[config.mk]
export PLATFORM = sky130hd
export DESIGN_NAME = instr_prefetch
export DESIGN_NICKNAME = d
export VERILOG_FILES = /design/src/rtl/instr_prefetch.sv
export SDC_FILE = /design/constraint.sdc
export NUM_CORES = 1
export LEC_CHECK = 0
export ABC_AREA = 1
export CAP_MARGIN = 20
export CORE_ASPECT_RATIO = 0.5
export CORE_MARGIN = 10
export CORE_UTILIZATION = 47
export CTS_BUF_LIST = sky130_fd_sc_hd__clkbuf_16
export CTS_CLUSTER_DIAMETER = 80
export DETAILED_ROUTE_END_ITERATION = 7
export GPL_TIMING_DRIVEN = 0
export PLACE_DENSITY = 0.8
export SYNTH_ARGS = -nofsm -noshare
export SYNTH_HDL_FRONTEND = slang
export SYNTH_SLANG_ARGS = --single-unit
[constraint.sdc]
create_clock -name clk -period 2.6 [get_ports clk]
set_clock_uncertainty 0.15 [all_clocks]
set_input_delay 0.26 -clock clk [delete_from_list [all_inputs] [get_ports clk]]
set_output_delay 0.26 -clock clk [all_outputs]
set_load 0.03 [all_outputs]
[src/rtl/instr_prefetch.sv]
`timescale 1ns/1ps
`default_nettype none
// ============================================================================
// Module   : instr_prefetch
// Brief    : Instruction fetch front end. Issues word fetches over a
//            valid/ready request + in-order response port, buffers words
//            with their PC in a DEPTH-entry FIFO and hands them to decode.
//            Redirects flush the FIFO and discard stale in-flight responses.
// Revision : 1.0 - initial release
// ============================================================================
module instr_prefetch #(
  parameter int unsigned DEPTH    = 4,
  parameter logic [31:0] RESET_PC = 32'h0000_0000
) (
  input  logic        clk,
  input  logic        rst_n,
  input  logic        redirect_valid,
  input  logic [31:0] redirect_pc,
  output logic        mem_req_valid,
  output logic [31:0] mem_req_addr,
  input  logic        mem_req_ready,
  input  logic        mem_rsp_valid,
  input  logic [31:0] mem_rsp_data,
  output logic        instr_valid,
  output logic [31:0] instr_data,
  output logic [31:0] instr_pc,
  input  logic        instr_ready
);

  localparam int AW = (DEPTH > 1) ? $clog2(DEPTH) : 1;
  localparam int CW = $clog2(DEPTH + 1);

  typedef enum logic [0:0] {
    ST_RUN   = 1'b0,
    ST_DRAIN = 1'b1
  } state_e;

  state_e        state_q, state_d;
  logic          run_en_q;
  logic [31:0]   fetch_pc_q, fetch_pc_d;
  logic [CW-1:0] outstanding_q, outstanding_d;
  logic [CW-1:0] drop_cnt_q, drop_cnt_d;
  logic [CW-1:0] fifo_count_q, fifo_count_d;

  // Instruction FIFO (data + PC) and the in-order PC tag queue of live requests
  logic [31:0]   fifo_data_q [DEPTH];
  logic [31:0]   fifo_pc_q   [DEPTH];
  logic [AW-1:0] fifo_wr_q, fifo_rd_q;
  logic [31:0]   pcq_q       [DEPTH];
  logic [AW-1:0] pcq_wr_q, pcq_rd_q;

  logic          w_draining;
  logic          w_req_fire;
  logic          w_fifo_push;
  logic          w_rsp_drop;
  logic          w_fifo_pop;
  logic [CW:0]   w_credit_used;
  logic          w_unused;

  // Byte-offset bits of the redirect target are architecturally ignored
  assign w_unused = &redirect_pc[1:0];

  assign w_draining    = (state_q == ST_DRAIN);
  // Buffered plus in-flight words bound the FIFO occupancy, so it can never overflow
  assign w_credit_used = {1'b0, fifo_count_q} + {1'b0, outstanding_q};
  assign mem_req_valid = run_en_q && (w_credit_used < (CW+1)'(DEPTH)) && !redirect_valid;
  assign mem_req_addr  = fetch_pc_q;
  assign w_req_fire    = mem_req_valid && mem_req_ready;
  assign w_fifo_push   = mem_rsp_valid && !w_draining && !redirect_valid;
  assign w_rsp_drop    = mem_rsp_valid && w_draining && !redirect_valid;
  assign instr_valid   = (fifo_count_q != '0);
  assign w_fifo_pop    = instr_valid && instr_ready && !redirect_valid;
  assign instr_data    = fifo_data_q[fifo_rd_q];
  assign instr_pc      = fifo_pc_q[fifo_rd_q];

  // Next-state for fetch pointer, credit counters and drain FSM
  always_comb begin
    fetch_pc_d    = fetch_pc_q;
    outstanding_d = outstanding_q;
    drop_cnt_d    = drop_cnt_q;
    fifo_count_d  = fifo_count_q;
    if (redirect_valid) begin
      // Everything still in flight after this cycle belongs to the old path
      fetch_pc_d    = {redirect_pc[31:2], 2'b00};
      outstanding_d = outstanding_q - CW'(mem_rsp_valid);
      drop_cnt_d    = outstanding_d;
      fifo_count_d  = '0;
    end else begin
      if (w_req_fire) begin
        fetch_pc_d = fetch_pc_q + 32'd4;
      end
      outstanding_d = outstanding_q + CW'(w_req_fire) - CW'(mem_rsp_valid);
      if (w_rsp_drop) begin
        drop_cnt_d = drop_cnt_q - CW'(1);
      end
      fifo_count_d = fifo_count_q + CW'(w_fifo_push) - CW'(w_fifo_pop);
    end
    state_d = (drop_cnt_d != '0) ? ST_DRAIN : ST_RUN;
  end

  // All sequential state: pointer, counters, FSM, FIFO storage and PC tag queue
  always_ff @(posedge clk or negedge rst_n) begin
    if (!rst_n) begin
      run_en_q      <= 1'b0;
      state_q       <= ST_RUN;
      fetch_pc_q    <= RESET_PC;
      outstanding_q <= '0;
      drop_cnt_q    <= '0;
      fifo_count_q  <= '0;
      fifo_wr_q     <= '0;
      fifo_rd_q     <= '0;
      pcq_wr_q      <= '0;
      pcq_rd_q      <= '0;
      for (int i = 0; i < int'(DEPTH); i++) begin
        fifo_data_q[i] <= '0;
        fifo_pc_q[i]   <= '0;
        pcq_q[i]       <= '0;
      end
    end else begin
      run_en_q      <= 1'b1;
      state_q       <= state_d;
      fetch_pc_q    <= fetch_pc_d;
      outstanding_q <= outstanding_d;
      drop_cnt_q    <= drop_cnt_d;
      fifo_count_q  <= fifo_count_d;
      if (redirect_valid) begin
        fifo_wr_q <= '0;
        fifo_rd_q <= '0;
        pcq_wr_q  <= '0;
        pcq_rd_q  <= '0;
      end else begin
        if (w_req_fire) begin
          pcq_q[pcq_wr_q] <= fetch_pc_q;
          pcq_wr_q        <= pcq_wr_q + AW'(1);
        end
        if (w_fifo_push) begin
          fifo_data_q[fifo_wr_q] <= mem_rsp_data;
          fifo_pc_q[fifo_wr_q]   <= pcq_q[pcq_rd_q];
          fifo_wr_q              <= fifo_wr_q + AW'(1);
          pcq_rd_q               <= pcq_rd_q + AW'(1);
        end
        if (w_fifo_pop) begin
          fifo_rd_q <= fifo_rd_q + AW'(1);
        end
      end
    end
  end

endmodule
`default_nettype wire

# == After elaboration in Yosys (flattened, before gate mapping) ==
# Cells that the tools add are included.
# classes
add_sub_neg,12
n_lt_le_gt_ge,7
muxes,31
bitwise,5
n_reduce_logical,20
# op_table
operator,count
$bwmux 128,3
$mux 32,10
$bmux 32 s2,3
$demux 32 s2,2
$add 32x3->32 const B,1
$mux 2,8
$ge 3x3->1 const B,4
$mux 3,4
$not 2->3,4
$logic_and 1x1->1,11
$sub 3x1->3,3
$add 2x1->2 const B,4
$add 3x1->3,2
$lt 3x1->1 const B,2
$reduce_bool 2->1,3
$reduce_bool 3->1,2
$add 3x3->4,1
$lt 4x3->1 const B,1
$reduce_and 2->1,2
$sub 3x1->3 const B,1
$logic_not 1->1,2
$mux 1,1
$not 1->1,1
# word_totals
reg_bits,435
inputBits,70
output_inout_bits,98
elab_cells,97

# == Logic depth before layout (Yosys ltp) ==
# Gate-level depths: netlist of run 1.
# depth
ltp_word,8
ltp_mapped,13
depth_no_buf,12

# == Worst setup path after synthesis of run 1 ==
# Ideal clock, no wire load.
# synth_timing
path_type,flip-flop to flip-flop
startpoint,register fifo_count_q[1]
endpoint,register outstanding_q[2]
setup_time_ns,0.132
t_arrival_ns,2.618
t_required_ns,2.318
setup_slack_ns,-0.300
stages_incl_launch_ff,14
path_buffers,1
period_less_slack_ns,2.900
cell_sequence,dfrtp_1 ha_1 nand3_1 nand2_1 nor2_4 nand2_4 buf_2 ha_1 inv_1 ha_1 fa_1 xor2_1 xor2_1 o21bai_1
# synth_between
elab_chain_len,8
# synth_rtl
item,line_no,text
start: declaration,43,"logic [CW-1:0] fifo_count_q, fifo_count_d;"
start signal: assignment,125,fifo_count_q <= fifo_count_d;
$add 3x3->4,65,"assign w_credit_used = {1'b0, fifo_count_q} + {1'b0, outstanding_q};"
$lt 4x3->1,66,assign mem_req_valid = run_en_q && (w_credit_used < (CW+1)'(DEPTH)) && !redirect_valid;
$logic_and 1x1->1 (2 in series),66,
via mem_req_valid,19,"output logic mem_req_valid,"
$logic_and 1x1->1,68,assign w_req_fire = mem_req_valid && mem_req_ready;
$add 3x1->3,92,outstanding_d = outstanding_q + CW'(w_req_fire) - CW'(mem_rsp_valid);
$sub 3x1->3,92,
$mux 3,82,if (redirect_valid) begin
via outstanding_d[2],41,"logic [CW-1:0] outstanding_q, outstanding_d;"
end signal: assignment,123,outstanding_q <= outstanding_d;
end: declaration,41,
# The timed path passes the listed nets, and every way through them passes these cells.
# A chain may end at the register's enable or synchronous reset.

# == Final worst setup path of run 1 ==
# layout_timing
startpoint,register fifo_rd_q[0]
endpoint,output port instr_data[21]
# layout_between
elab_chain_len,4
# layout_rtl
item,line_no,text
start: declaration,48,"logic [AW-1:0] fifo_wr_q, fifo_rd_q;"
start signal: assignment,143,fifo_rd_q <= fifo_rd_q + AW'(1);
$not 2->3 (implied by the code),73,assign instr_data = fifo_data_q[fifo_rd_q];
$bmux 32 s2,73,
$mux 32 (implied by the code) (2 in series),73,
end: declaration,25,"output logic [31:0] instr_data,"
# Every way passes these cells. The select of a mux whose other input is x is not followed.

==> flow_summary.rst, run 1 <==
.. list-table::
   :header-rows: 1

   * - Metric
     - Value
   * - Count of unique library cells instantiated by Yosys
     - 33
   * - Normalized max-slew margin
     - 39.4%
   * - Maximum cell stage delay along the critical path
     - 320 ps
   * - 1st-pass router iterations
     - 6
   * - Synthesized area per cell
     - 8.10 sq um
   * - Via count of the first global-routing pass
     - 17300
   * - Total power of the final layout
     - around 0.024 W
   * - Sequential fraction of the synthesis area
     - 54.0%
   * - End-of-flow core utilization
     - 56.7%
   * - Largest cells by area after synthesis
     - sky130_fd_sc_hd__dfrtp_1 (54%), sky130_fd_sc_hd__nand2_1 (16%), sky130_fd_sc_hd__o21ai_0 (8.2%)
   * - Signal arrival time at the worst endpoint
     - approximately 2200 ps
   * - Req. time, crit path
     - 2190 ps
   * - Count of state elements after synthesis
     - 417
   * - Max capacitance violation total
     - 0
   * - Crit end category
     - primary output
   * - H-Tree Depth
     - 2
   * - Fraction of final layout cells sized beyond drive strength 1
     - 11.3%
   * - Vias after detailed routing
     - 17700
   * - Final setup violating endpoints
     - 0
   * - TNS Setup
     - 0 ps
   * - Synth Instances
     - 2385
   * - Setup crit start kind
     - register
   * - I/O pin count
     - 168
   * - Worst hold-check path type
     - input port to register
   * - Fraction of the cycle the final worst path needs
     - 99.4%
   * - Clock period minus final worst setup slack
     - approximately 2600 ps
   * - Routability-driven placement congestion ratio
     - 0.904
   * - Ratio of total power to cell area
     - 1020 nW/um^2
   * - Drt total wl
     - 58600 um
   * - Remaining DRCs
     - 0
   * - Final Max Tran Viols
     - 0
   * - Area share of the leading cell type in the synthesized netlist
     - 54.0%
   * - Row Count
     - 52
   * - Number of DRC markers after the initial detailed-route iteration
     - 1913
   * - Final worst hold slack
     - around 160 ps
   * - Transition time of the tightest slew-check pin
     - between 900 and 1000 ps
   * - Longest Clk Path Bufs
     - 3
   * - Area Overhead vs Synth
     - 18.9%
   * - Leakage power total
     - ~11 nW
   * - Classification of the worst setup path
     - register to primary output
   * - Final antenna-violating net count
     - 0
   * - Slowest cell on the critical path
     - sky130_fd_sc_hd__dfrtp_1
   * - First-pass GRT wire length
     - ~94000 um
   * - Routed vias/inst
     - 5.58
   * - Layout net count
     - 2691
   * - Starting density of the core
     - 47.7%
   * - Area of the mapped netlist
     - 19300 sq um
   * - Num CTS Buffers
     - 40
   * - Clock tree from TritonCTS
     - done
   * - Warnings from Yosys
     - 0
   * - Buffers added on ports
     - between 150 and 200
   * - Cell type with the highest aggregate area in the netlist
     - sky130_fd_sc_hd__dfrtp_1
   * - Avg WL per Cell
     - ~19 um
   * - Run status
     - completed
   * - Buffer type at the clock tree root
     - sky130_fd_sc_hd__clkbuf_16
   * - Vertical die dimension
     - approximately 160 um
   * - Std-Cell Core Area
     - 40500 sq um
   * - Clock-pin slew on the worst setup and hold paths
     - 70 ps
   * - Chip width
     - 307 um
   * - Area of the die
     - 50100 sq um
   * - Antenna violations before repair
     - 2
   * - Peak fanout along the critical path
     - 10
   * - Sequence of cells on the critical path
     - buf_4 > buf_4 > buf_2 > nor2_1 > o22ai_1 > buf_2
   * - Pin count of the biggest net entering global routing
     - 121
   * - Post-detail-place hpwl
     - 39700 um
   * - Worst voltage drop across the vdd grid
     - 0.533 mV
   * - Clk sinks
     - 417
   * - Global-route total usage across every layer
     - 23.1%
   * - Hold Violations, Final
     - 0
   * - Clock latency reported for the late side of the worst-skew pair
     - 540 ps
   * - F_max
     - 0.387 GHz
   * - GR Overflow Total
     - 0
==> cell type report <==
cell class              count  area, sq um
repair buffers            172         1540
multi-input cells        1735         7940
clock buffers              41         1030
well taps                 540          676
plain buffers             151          856
inverters                  84          329
clock inverters            25          169
diodes                      1         2.50
fillers                  3551        17600
flip-flops and latches    417        10400
==> what timing repair did <==
| action | 4_1_cts | 5_1_grt |
|---|---|---|
| setup buffers | 4 | 3 |
| pin swaps | 2 | 5 |
| hold buffers | 2 | 0 |
| hold endpoints to repair | 118 | 0 |
| endpoints found under the setup margin | 65 | 54 |
| gates resized for setup | 352 | 38 |
==> worst max-delay path: cells and delay by family, from the launching register on <==
kind                   cells  cell delay, ps
AND/OR/NAND/NOR            1              80
flip-flops                 1             320
AO/OA/AOI/OAI              1             220
buffers and inverters      4            1000
==> logic make-up (layout without fill, tap and decap cells) <==
logic type / Yosys count / count (layout) / synth area share, %
other: 2 / 6 / 0.0389
DFF: 417 / 417 / 54.0
adders and majority gates: 20 / 20 / 1.37
AOI/OAI and AO/OA: 550 / 550 / 15.4
and+or+nand+nor: 1150 / 1150 / 23.1
buffers and inverters: 236 / 473 / 5.70
xor gates and xnor gates: 10 / 10 / 0.453
==> cells in the mapped netlist <==
cell type                  count
sky130_fd_sc_hd__buf_6         6
sky130_fd_sc_hd__xor2_1        9
sky130_fd_sc_hd__inv_6         1
sky130_fd_sc_hd__buf_2        63
sky130_fd_sc_hd__o21a_1        1
sky130_fd_sc_hd__buf_4        23
sky130_fd_sc_hd__o21ai_0     315
sky130_fd_sc_hd__dfrtp_1     417
sky130_fd_sc_hd__o22a_1       30
sky130_fd_sc_hd__nand3_1      48
sky130_fd_sc_hd__or2_2         1
sky130_fd_sc_hd__fa_1          2
sky130_fd_sc_hd__a21oi_1       8
sky130_fd_sc_hd__nor2_1      243
sky130_fd_sc_hd__ha_1         18
sky130_fd_sc_hd__xnor2_1       1
sky130_fd_sc_hd__o211ai_1      4
sky130_fd_sc_hd__nor2_4        3
sky130_fd_sc_hd__nor3_1        2
sky130_fd_sc_hd__nor2_2        1
sky130_fd_sc_hd__nand2_2       6
sky130_fd_sc_hd__inv_1        76
sky130_fd_sc_hd__clkinv_1      2
sky130_fd_sc_hd__nand2_4       4
sky130_fd_sc_hd__nand2_1     841
sky130_fd_sc_hd__o22ai_1      62
sky130_fd_sc_hd__o21ai_1     128
sky130_fd_sc_hd__o21bai_1      1
sky130_fd_sc_hd__conb_1        2
sky130_fd_sc_hd__clkbuf_1     60
sky130_fd_sc_hd__o211ai_2      1
sky130_fd_sc_hd__nand4_1       1
sky130_fd_sc_hd__inv_2         5
==> placed cells by master (no fill, tap or decap), types with 3 or more instances in the layout <==
master	n
sky130_fd_sc_hd__o21ai_0	314
sky130_fd_sc_hd__clkinv_2	8
sky130_fd_sc_hd__nor2_1	242
sky130_fd_sc_hd__o22ai_2	12
sky130_fd_sc_hd__buf_6	9
sky130_fd_sc_hd__a21oi_1	8
sky130_fd_sc_hd__o21ai_1	129
sky130_fd_sc_hd__nand2_4	3
sky130_fd_sc_hd__nor2_4	3
sky130_fd_sc_hd__nand2_1	839
sky130_fd_sc_hd__buf_16	3
sky130_fd_sc_hd__o211ai_1	4
sky130_fd_sc_hd__clkdlybuf4s50_1	96
sky130_fd_sc_hd__ha_4	3
sky130_fd_sc_hd__nand3_1	47
sky130_fd_sc_hd__ha_1	15
sky130_fd_sc_hd__clkinvlp_4	3
sky130_fd_sc_hd__buf_4	55
sky130_fd_sc_hd__clkinv_1	4
sky130_fd_sc_hd__conb_1	5
sky130_fd_sc_hd__buf_2	88
sky130_fd_sc_hd__clkbuf_1	27
sky130_fd_sc_hd__nand2_2	8
sky130_fd_sc_hd__inv_2	6
sky130_fd_sc_hd__clkdlybuf4s15_2	5
sky130_fd_sc_hd__o22ai_1	50
sky130_fd_sc_hd__inv_1	83
sky130_fd_sc_hd__xor2_1	8
sky130_fd_sc_hd__clkbuf_16	41
sky130_fd_sc_hd__clkbuf_2	30
sky130_fd_sc_hd__clkbuf_4	4
sky130_fd_sc_hd__o22a_1	30
sky130_fd_sc_hd__dfrtp_1	415
==> final timing paths <==
path,start,end,slack (ps),cells after the start
setup / recovery,fifo_rd_q[0],instr_data[21],10,6
hold / removal,redirect_pc[11],mem_req_addr[11],160,3
setup reg to reg,fifo_count_q[1],outstanding_q[2],60,12
hold reg to reg,fifo_data_q[85],fifo_data_q[85],320,2
max in group asynchronous,rst_n,fifo_data_q[101],470,4
min in group asynchronous,rst_n,mem_req_addr[28],260,2
==> stage by stage <==
step           worst slack, ps  cells  cell area [sq um]
4_1_cts                   1.52   3162              22900
3_3_place_gp            -16860   3088              21600
3_5_place_dp              -350   3091              21700
2_1_floorplan             -208   2388              19400
6_report                  14.8   3166              23000
5_1_grt                  -8.84   3166              23000
==> state kept, by name (all words and copies together), names as in the netlist <==
register / flops
mem_req_addr: 30
state_q: 1
pcq_q: 120
fifo_rd_q: 2
run_en_q: 1
fifo_wr_q: 2
pcq_wr_q: 2
fifo_data_q: 128
pcq_rd_q: 2
fifo_pc_q: 120
drop_cnt_q: 3
fifo_count_q: 3
outstanding_q: 3
==> routing by layer <==
| layer | global-route usage (%) | up-vias | routed length, um |
|---|---|---|---|
| met5 | 0 | - | 13 |
| met3 | 3.98 | 161 | 4630 |
| li1 | - | 8166 | - |
| met2 | 38.2 | 793 | 27800 |
| met1 | 29.6 | 8558 | 24000 |
| met4 | 10.1 | 2 | 2240 |
==> report_power, final <==
part | switching (W) | internal (W) | leakage (nW) | total (W)
registers | 0.000891 | 0.00788 | 5.61 | 0.00877
logic | 0.00612 | 0.00306 | 5.15 | 0.00918
clock network | 0.00253 | 0.00305 | 0.622 | 0.00558
total | 0.00954 | 0.0140 | 11.4 | 0.0235
Power figures use the tool's default switching activity.
==> run 2, diff against run 1 <==
==> constraint.sdc (replaced) <==
create_clock -name clk -period 2.6 [get_ports clk]
set_clock_uncertainty 0.15 [all_clocks]
set_input_delay 0.52 -clock clk [delete_from_list [all_inputs] [get_ports clk]]
set_output_delay 0.52 -clock clk [all_outputs]
set_load 0.03 [all_outputs]
==> flow_summary.rst, run 2 (synthesis gave the netlist of run 1 again) <==
.. list-table::
   :header-rows: 1

   * - Metric
     - Value
   * - Run status
     - complete, but fails checks
   * - Violated checks
     - setup timing
   * - Fraction of the cycle the final worst path needs
     - 101%
   * - Placed Cells
     - 3091
   * - Maximum cell stage delay along the critical path
     - 380 ps
   * - H-Tree Depth
     - 2
   * - Setup WS post-layout
     - -28.5 ps
   * - Fraction of final layout cells sized beyond drive strength 1
     - 12.0%
   * - Pin count of the biggest net entering global routing
     - 121
   * - Drt total wl
     - 58900 um
   * - First-pass GRT wire length
     - 94400 um
   * - Buffers added on ports
     - 160
   * - Clock tree from TritonCTS
     - done
   * - Layout net count
     - ~2700
   * - Signal arrival time at the worst endpoint
     - 1960 ps
   * - Row Count
     - 52
   * - Final setup violating endpoints
     - 13
   * - 1st-pass router iterations
     - 6
   * - Largest register by flop count
     - fifo_data_q
   * - Crit end category
     - primary output
   * - Leakage power total
     - 11.5 nW
   * - CP most frequent cell
     - sky130_fd_sc_hd__buf_8
   * - Clock-pin slew on the worst setup and hold paths
     - approximately 70 ps
   * - Peak fanout along the critical path
     - 10
   * - Normalized max-slew margin
     - between 50% and 60%
   * - Routed vias/inst
     - 5.56
   * - Transition time of the tightest slew-check pin
     - around 730 ps
   * - Sequential standard cell area
     - 10400 sq um
   * - Total power of the final layout
     - ~0.024 W
   * - Hold Violations, Final
     - 0
   * - Clock period minus final worst setup slack
     - 2630 ps
   * - Leading cell type in the layout, fill and taps excluded
     - sky130_fd_sc_hd__nand2_1
   * - Most used cells in the layout excluding fill and tap cells
     - sky130_fd_sc_hd__nand2_1 (839), sky130_fd_sc_hd__dfrtp_1 (415), sky130_fd_sc_hd__o21ai_0 (286), sky130_fd_sc_hd__nor2_1 (242), sky130_fd_sc_hd__o21ai_1 (157)
   * - Ratio of total power to cell area
     - 1040 nW/um^2
   * - Max capacitance violation total
     - 0
   * - Area of the die
     - 50100 sq um
   * - Vias after detailed routing
     - 17600
   * - Final antenna-violating net count
     - 0
   * - Area of placed instances
     - ~22000 sq um
   * - Clk sinks
     - between 400 and 500
   * - Buffer type at the clock tree root
     - sky130_fd_sc_hd__clkbuf_16
   * - Setup crit start kind
     - register
   * - Classification of the worst setup path
     - register to primary output
   * - Starting density of the core
     - 47.7%
   * - Remaining DRCs
     - 0
   * - Non-Filler Instances
     - 3169
   * - Longest Clk Path Bufs
     - 3
   * - Clock latency reported for the late side of the worst-skew pair
     - around 540 ps
   * - Worst hold-check path type
     - input port to register
   * - Number of DRC markers after the initial detailed-route iteration
     - 1806
   * - Chip width
     - 307 um
   * - Largest registers in the final layout
     - fifo_data_q (128), fifo_pc_q (120), pcq_q (120)
   * - Fill cell count
     - 3486
   * - Avg WL per Cell
     - ~19 um
   * - Worst voltage drop across the vdd grid
     - 0.554 mV
   * - Post-detail-place hpwl
     - 39700 um
   * - Largest register FFs
     - 128
   * - TNS Setup
     - -105 ps
   * - Number of antenna repair diodes
     - 0
   * - I/O pin count
     - 168
   * - Sequence of cells on the critical path
     - buf_8 > clkinv_8 > buf_12 > buf_8 > nor2_1 > o22ai_2 > buf_6
   * - RSZ-0062 raised after global routing
     - true
   * - Final Max Tran Viols
     - 0
   * - Num CTS Buffers
     - 40
   * - Area Overhead vs Synth
     - 21.1%
   * - Vertical die dimension
     - 163 um
   * - F_max
     - ~0.38 GHz
   * - Area used by multi-input combinational logic
     - 8000 sq um
   * - Routability-driven placement congestion ratio
     - 0.904
   * - Total non-filler cell area in the finished layout
     - approximately 23000 sq um
   * - Std-Cell Core Area
     - 40500 sq um
   * - Antenna violations before repair
     - 1
   * - Via count of the first global-routing pass
     - 17600
   * - Global-route total usage across every layer
     - 23.2%
   * - Slowest cell on the critical path
     - sky130_fd_sc_hd__dfrtp_1
   * - GR Overflow Total
     - 0
   * - Req. time, crit path
     - just under 2000 ps
==> run 2: path summary, 6_finish.rpt <==
path / start / endpoint / slack (ps) / cells after the start
setup / recovery: fifo_rd_q[0] / instr_pc[17] / -30 / 7
hold / removal: redirect_valid / drop_cnt_q[1] / 300 / 5
setup reg to reg: fifo_count_q[1] / outstanding_q[2] / 60 / 12
hold reg to reg: fifo_data_q[94] / fifo_data_q[94] / 330 / 2
max in group asynchronous: rst_n / fifo_data_q[49] / 370 / 4
min in group asynchronous: rst_n / mem_req_addr[28] / 440 / 2
==> run 2: critical path: cells and delay by family (launching register included) <==
kind | cells | cell delay [ps]
AND/OR/NAND/NOR | 1 | 60
AO/OA/AOI/OAI | 1 | 250
buffers and inverters | 5 | 710
flip-flops | 1 | 380
==> run 2: report_power, final <==
| part | switching (W) | internal (W) | leakage [nW] |
|---|---|---|---|
| Sequential | 0.000903 | 0.00788 | 5.61 |
| Clock | 0.00254 | 0.00305 | 0.622 |
| Combinational | 0.00627 | 0.00367 | 5.30 |
==> run 2: metrics by stage <==
| step | hold WS [ps] | util [%] | worst slack (ps) |
|---|---|---|---|
| 2_1_floorplan | 74.4 | - | -208 |
| 3_3_place_gp | 306 | 53.4 | -17120 |
| 3_5_place_dp | 310 | 53.6 | -610 |
| 4_1_cts | 289 | 57.3 | -13.1 |
| 5_1_grt | 342 | 57.7 | -99.3 |
| 6_report | 301 | 57.7 | -28.5 |
==> run 2: layout make-up <==
class                           instances  share of cell area, %
Multi-Input combinational cell       1735                   34.2
Inverter                               84                   1.44
Tap cell                              540                   2.89
Timing Repair Buffer                  176                   7.37
Buffer                                151                   4.39
Sequential cell                       417                   44.6
Clock inverter                         25                  0.722
Clock buffer                           41                   4.38
==> run 2: layer usage <==
metal / routed length [um] / global-route usage [%] / vias to the layer above / share of wire [%]
met5: 13 / 0 / - / 0.022
met4: 2460 / 10.8 / 2 / 4.2
met3: 4760 / 4.39 / 186 / 8.1
met2: 28000 / 38.6 / 802 / 47
met1: 23700 / 29.4 / 8471 / 40
li1: - / - / 8173 / -
==> run 2: what timing repair did <==
item,in CTS,in global routing
hold buffers,1,0
hold endpoints to repair,116,0
pin swaps,26,18
gates cloned,0,1
setup endpoints to repair,67,160
resized for setup,498,83
buffers inserted,8,3
